<file path="src/rtl/crc8_pkg.sv">
// Shared CRC-8 definitions: checker FSM states, seed and the per-bit LFSR step.
// The step function is also used by the link's CRC-8 generator.
package crc8_pkg;

    typedef enum logic [1:0] {
        IDLE    = 2'd0,
        RECEIVE = 2'd1,
        CHECK   = 2'd2,
        REPORT  = 2'd3
    } crc8_state_t;

    localparam logic [7:0] CRC8_SEED = 8'h00;

    // One data bit into the remainder, LSB-side feedback.
    function automatic logic [7:0] crc8_next(input logic [7:0] r, input logic d);
        logic fb;
        fb = d ^ r[0];
        return {fb, r[7] ^ fb, r[6:4], r[3] ^ fb, r[2:1]};
    endfunction

endpackage

</file>
<file path="src/rtl/crc8_lfsr.sv">
// Purpose: 8-bit CRC remainder register; absorbs data bits or shifts out LSB first.
// Latency: remainder updates on the edge after clr/upd_en/shift_en.
// Backpressure: none; priority is clr > upd_en > shift_en.
module crc8_lfsr
    import crc8_pkg::*;
(
    input  logic       CLK,
    input  logic       rst_n,
    input  logic       clr,
    input  logic       upd_en,
    input  logic       shift_en,
    input  logic       din,
    output logic       r0,
    output logic [7:0] rem
);

    always_ff @(posedge CLK or negedge rst_n) begin
        if (!rst_n) begin
            rem <= CRC8_SEED;
        end else if (clr) begin
            rem <= CRC8_SEED;
        end else if (upd_en) begin
            rem <= crc8_next(rem, din);
        end else if (shift_en) begin
            rem <= {1'b0, rem[7:1]};
        end
    end

    assign r0 = rem[0];

endmodule

</file>
<file path="config.mk">
export PLATFORM = sky130hd
export DESIGN_NAME = crc8_lfsr
export DESIGN_NICKNAME = d
export VERILOG_FILES = /design/src/rtl/crc8_pkg.sv /design/src/rtl/crc8_lfsr.sv
export SDC_FILE = /design/constraint.sdc
export NUM_CORES = 1
export LEC_CHECK = 0
export CAP_MARGIN = 20
export CORE_AREA = 2 2 39 41
export CTS_BUF_LIST = sky130_fd_sc_hd__clkbuf_2
export CTS_CLUSTER_SIZE = 24
export DETAILED_ROUTE_END_ITERATION = 6
export DIE_AREA = 0 0 41 43
export GPL_ROUTABILITY_DRIVEN = 0
export PLACE_DENSITY_LB_ADDON = 0.15
export SLEW_MARGIN = 20
export SYNTH_ARGS = -nofsm -noshare
export SYNTH_HDL_FRONTEND = slang
export SYNTH_SLANG_ARGS = --single-unit
</file>
<file path="constraint.sdc">
create_clock -name CLK -period 1 [get_ports CLK]
set_input_delay 0.2 -clock CLK [delete_from_list [all_inputs] [get_ports CLK]]
set_output_delay 0.2 -clock CLK [all_outputs]
set_load 0.01 [all_outputs]
</file>
==> flow_summary.rst <==
.. list-table::
   :header-rows: 1

   * - Metric
     - Value
   * - Worst path required time
     - about 0.80 ns
   * - Pin slew with the least headroom to its limit
     - approximately 0.36 ns
   * - Post-Syn Nets
     - 46
   * - H-tree levels
     - 1
   * - Number of failing hold endpoints at the final stage
     - 0
   * - Drt via density
     - between 4 and 5
   * - Max-slew violation total from the final report
     - 0
   * - Number of buffers inserted by port buffering
     - 14
   * - DIE AREA
     - between 1500 and 2000 um2
   * - Core utilization of the finished layout
     - 47.3%
   * - Number of nets in the final layout
     - between 70 and 80
   * - CP startpoint kind
     - flop
   * - Power per standard cell area
     - around 1200 nW/um2
   * - DR vias
     - a little over 400
   * - Summed instance area of the synthesized netlist
     - slightly below 400 um2
   * - Count of cells along the worst register-to-register path
     - 4
   * - VDD IR-drop max
     - about 0.00051 V
   * - Lkg Pwr
     - ~0.32 nW
   * - TritonCTS clock tree
     - done
   * - Effective utilization at floorplan
     - between 20% and 30%
   * - Clock Pin Slew Worst Setup and Hold Paths
     - around 0.10 ns
   * - Core box area
     - ~1400 um2
   * - Layout Area Growth over Synthesis
     - 70.4%
   * - Ports placed on the boundary
     - 15
   * - Max Freq
     - roughly 0.9 GHz
   * - Layout cells sized above 1
     - ~47%
   * - Buffer depth of the longest clock path
     - 2
   * - Total Routing Usage GR
     - about 16%
   * - Count of hold buffers inserted by post-cts repair
     - 0
   * - CTS Sinks
     - 8
   * - Unique masters post-synth
     - 13
   * - Worst-skew pair later-pin latency
     - 0.26 ns
   * - Global-route wire length before repair
     - 1790 um
   * - Area of all placed cells without fillers
     - approximately 650 um2
   * - RSZ-0062 raised after global routing
     - yes
   * - Cell type group with the largest total delay on the critical path
     - flip-flops
   * - Synth warnings
     - 0
   * - Sum of net half-perimeters after detailed placement
     - 733 um
   * - Critical Path Start
     - rem[0]$_DFFE_PN0P_
   * - Number of global-route vias before repair
     - between 400 and 500
   * - FP Rows
     - 14
   * - DR iter-0 viols
     - 17
   * - Register with the most flip-flops
     - rem
   * - Yosys reg bits
     - 8
   * - Minimum period implied by the final worst setup slack
     - about 1.1 ns
   * - Final setup vio count
     - 5
   * - Fraction of the yosys area taken by sequential cells
     - 52.1%
   * - Hold crit path type
     - input port to async pin
   * - Largest area contributor in the synthesized netlist
     - sky130_fd_sc_hd__dfrtp_1
   * - Setup slack after layout
     - -0.139 ns
   * - Largest net degree at the start of global routing
     - 9
   * - Number of routed nets with antenna violations
     - 0
   * - Die X-Extent
     - approximately 40 um
   * - Inserted Diodes
     - 0
   * - Total number of cells along the worst setup path
     - 2
   * - Biggest regs
     - rem (8)
   * - Worst path buffer plus inverter count
     - 2
   * - Source of the worst register-to-register timing path
     - rem[0]$_DFFE_PN0P_
   * - Setup crit end kind
     - primary output
   * - Clock buffers created by TritonCTS
     - 3
   * - Die Ht
     - 43 um
   * - Final period util
     - 114%
   * - Classification of the worst setup path
     - flop to primary output
   * - Critical path peak fanout
     - 2
   * - Cell count after placement
     - 78
   * - Run status
     - complete, but fails checks
   * - Max-slew headroom at the worst pin
     - about three quarters
   * - Root buffer cell
     - sky130_fd_sc_hd__clkbuf_2
   * - CP endpoint
     - r0
   * - Area after DPL
     - 617 um2
   * - Filler-free cell count of the finished design
     - 86
   * - Largest clock skew in the final design
     - roughly 0.013 ns
   * - Most area-consuming cells after synthesis
     - sky130_fd_sc_hd__dfrtp_1, sky130_fd_sc_hd__a21oi_1, sky130_fd_sc_hd__a211oi_1
   * - Synth Area per Inst
     - 9.60 um2
   * - Max-cap viol count
     - 0
   * - Critical-path top delay cell
     - sky130_fd_sc_hd__dfrtp_2
   * - Global route overflow
     - 0
   * - Worst R2R Setup Slack
     - -0.13 ns
   * - Failing checks
     - setup timing
   * - Cell-by-cell trace of the critical path
     - buf_4, clkbuf_2
   * - Number of optimization iterations in the first detailed-route pass
     - 4
   * - Initial antenna violation count
     - 0
   * - Area share of the largest cell type after synthesis
     - a little over half
   * - Largest stage delay on the critical path
     - around 0.42 ns
   * - Worst r2r dst
     - rem[2]$_DFFE_PN0P_
   * - Count of unresolved DRC violations after routing
     - 0
   * - Number of flip-flops in the largest register
     - 8
   * - Overall routed net length
     - 1060 um
   * - Wire length per cell
     - around 12 um
   * - Post-Syn Instances
     - 40
   * - Arrival time of data at the critical path endpoint
     - 0.94 ns
==> per-layer routing <==
metal / part of all wire, % / GRT usage, % / vias to the layer above
met1: 41 / 17.0 / 196
met3: 5.8 / 3.14 / 4
met2: 51 / 25.0 / 18
li1: - / - / 196
met5: 0 / 0 / -
met4: 2.3 / 12.0 / 0
==> worst min-delay path by stage <==
stage / start / endpoint / slack (ns) / cells after the start
6_report: rst_n / rem[1]$_DFFE_PN0P_ / 0.20 / 1
2_1_floorplan: rst_n / rem[0]$_DFFE_PN0P_ / -0.1 / 0
3_5_place_dp: rst_n / rem[1]$_DFFE_PN0P_ / 0.51 / 1
5_1_grt: rst_n / rem[1]$_DFFE_PN0P_ / 0.23 / 1
3_3_place_gp: rst_n / rem[1]$_DFFE_PN0P_ / 0.51 / 1
4_1_cts: rst_n / rem[1]$_DFFE_PN0P_ / 0.21 / 1
==> logic make-up after synthesis <==
family,after synthesis,synth area share [%]
xor+xnor,3,8.80
simple gates,10,12.1
flops,8,52.1
compound gates,15,22.1
buf+inv,4,4.89
==> power by group <==
group	switching [mW]	internal [mW]	total [mW]
combinational	0.0784	0.0898	0.168
sequential	0.00701	0.338	0.345
clock	0.138	0.106	0.244
==> cell type report <==
type                       instances  area (um2)
timing repair buffer              30         226
sequential                         8         201
fill                             133         729
clock buffer                       4        20.0
tap                               16        20.0
multi-input combinational         28         186
==> cells in the final DEF, fill, tap and decap left out <==
| cell | netlist | layout |
|---|---|---|
| sky130_fd_sc_hd__a211oi_1 | 4 | 2 |
| sky130_fd_sc_hd__a211oi_2 | 0 | 2 |
| sky130_fd_sc_hd__a21oi_1 | 6 | 6 |
| sky130_fd_sc_hd__buf_2 | 0 | 7 |
| sky130_fd_sc_hd__buf_4 | 1 | 15 |
| sky130_fd_sc_hd__buf_6 | 0 | 2 |
| sky130_fd_sc_hd__clkbuf_2 | 0 | 5 |
| sky130_fd_sc_hd__clkdlybuf4s50_1 | 0 | 3 |
| sky130_fd_sc_hd__dfrtp_1 | 8 | 7 |
| sky130_fd_sc_hd__dfrtp_2 | 0 | 1 |
| sky130_fd_sc_hd__dlygate4sd2_1 | 0 | 1 |
| sky130_fd_sc_hd__dlymetal6s2s_1 | 0 | 1 |
| sky130_fd_sc_hd__nand2_1 | 5 | 5 |
| sky130_fd_sc_hd__nor2_1 | 2 | 2 |
| sky130_fd_sc_hd__nor2b_1 | 2 | 2 |
| sky130_fd_sc_hd__nor3b_1 | 1 | 1 |
| sky130_fd_sc_hd__o21ai_0 | 5 | 4 |
| sky130_fd_sc_hd__o21ai_1 | 0 | 1 |
| sky130_fd_sc_hd__xnor2_1 | 2 | 2 |
| sky130_fd_sc_hd__xor2_4 | 0 | 1 |
==> timing repair <==
action                                  CTS  global route
endpoints found under the setup margin   16            17
setup buffers                             1             3
resized for setup                        39             4
gates cloned                              0             0
==> synthesized netlist by cell type <==
cell type	count
sky130_fd_sc_hd__a211oi_1	4
sky130_fd_sc_hd__o21ai_0	5
sky130_fd_sc_hd__nor3b_1	1
sky130_fd_sc_hd__nor2b_1	2
sky130_fd_sc_hd__clkbuf_1	2
sky130_fd_sc_hd__xnor2_1	2
sky130_fd_sc_hd__buf_1	1
sky130_fd_sc_hd__a21oi_1	6
sky130_fd_sc_hd__xor2_2	1
sky130_fd_sc_hd__nor2_1	2
sky130_fd_sc_hd__dfrtp_1	8
sky130_fd_sc_hd__buf_4	1
sky130_fd_sc_hd__nand2_1	5
==> stage by stage <==
step                      hold WS, ns  setup slack (ns)  TNS (ns)  total power [mW]
final                           0.200            -0.139    -0.557             0.757
after global routing            0.234            -0.183    -0.858             0.788
after CTS                       0.211            -0.146    -0.533             0.758
after detailed placement        0.512            -0.394     -3.12             0.516
after global placement          0.508            -0.348     -2.99             0.513
after floorplan               -0.0956          0.000542         0             0.413
Power figures use the tool's default switching activity.
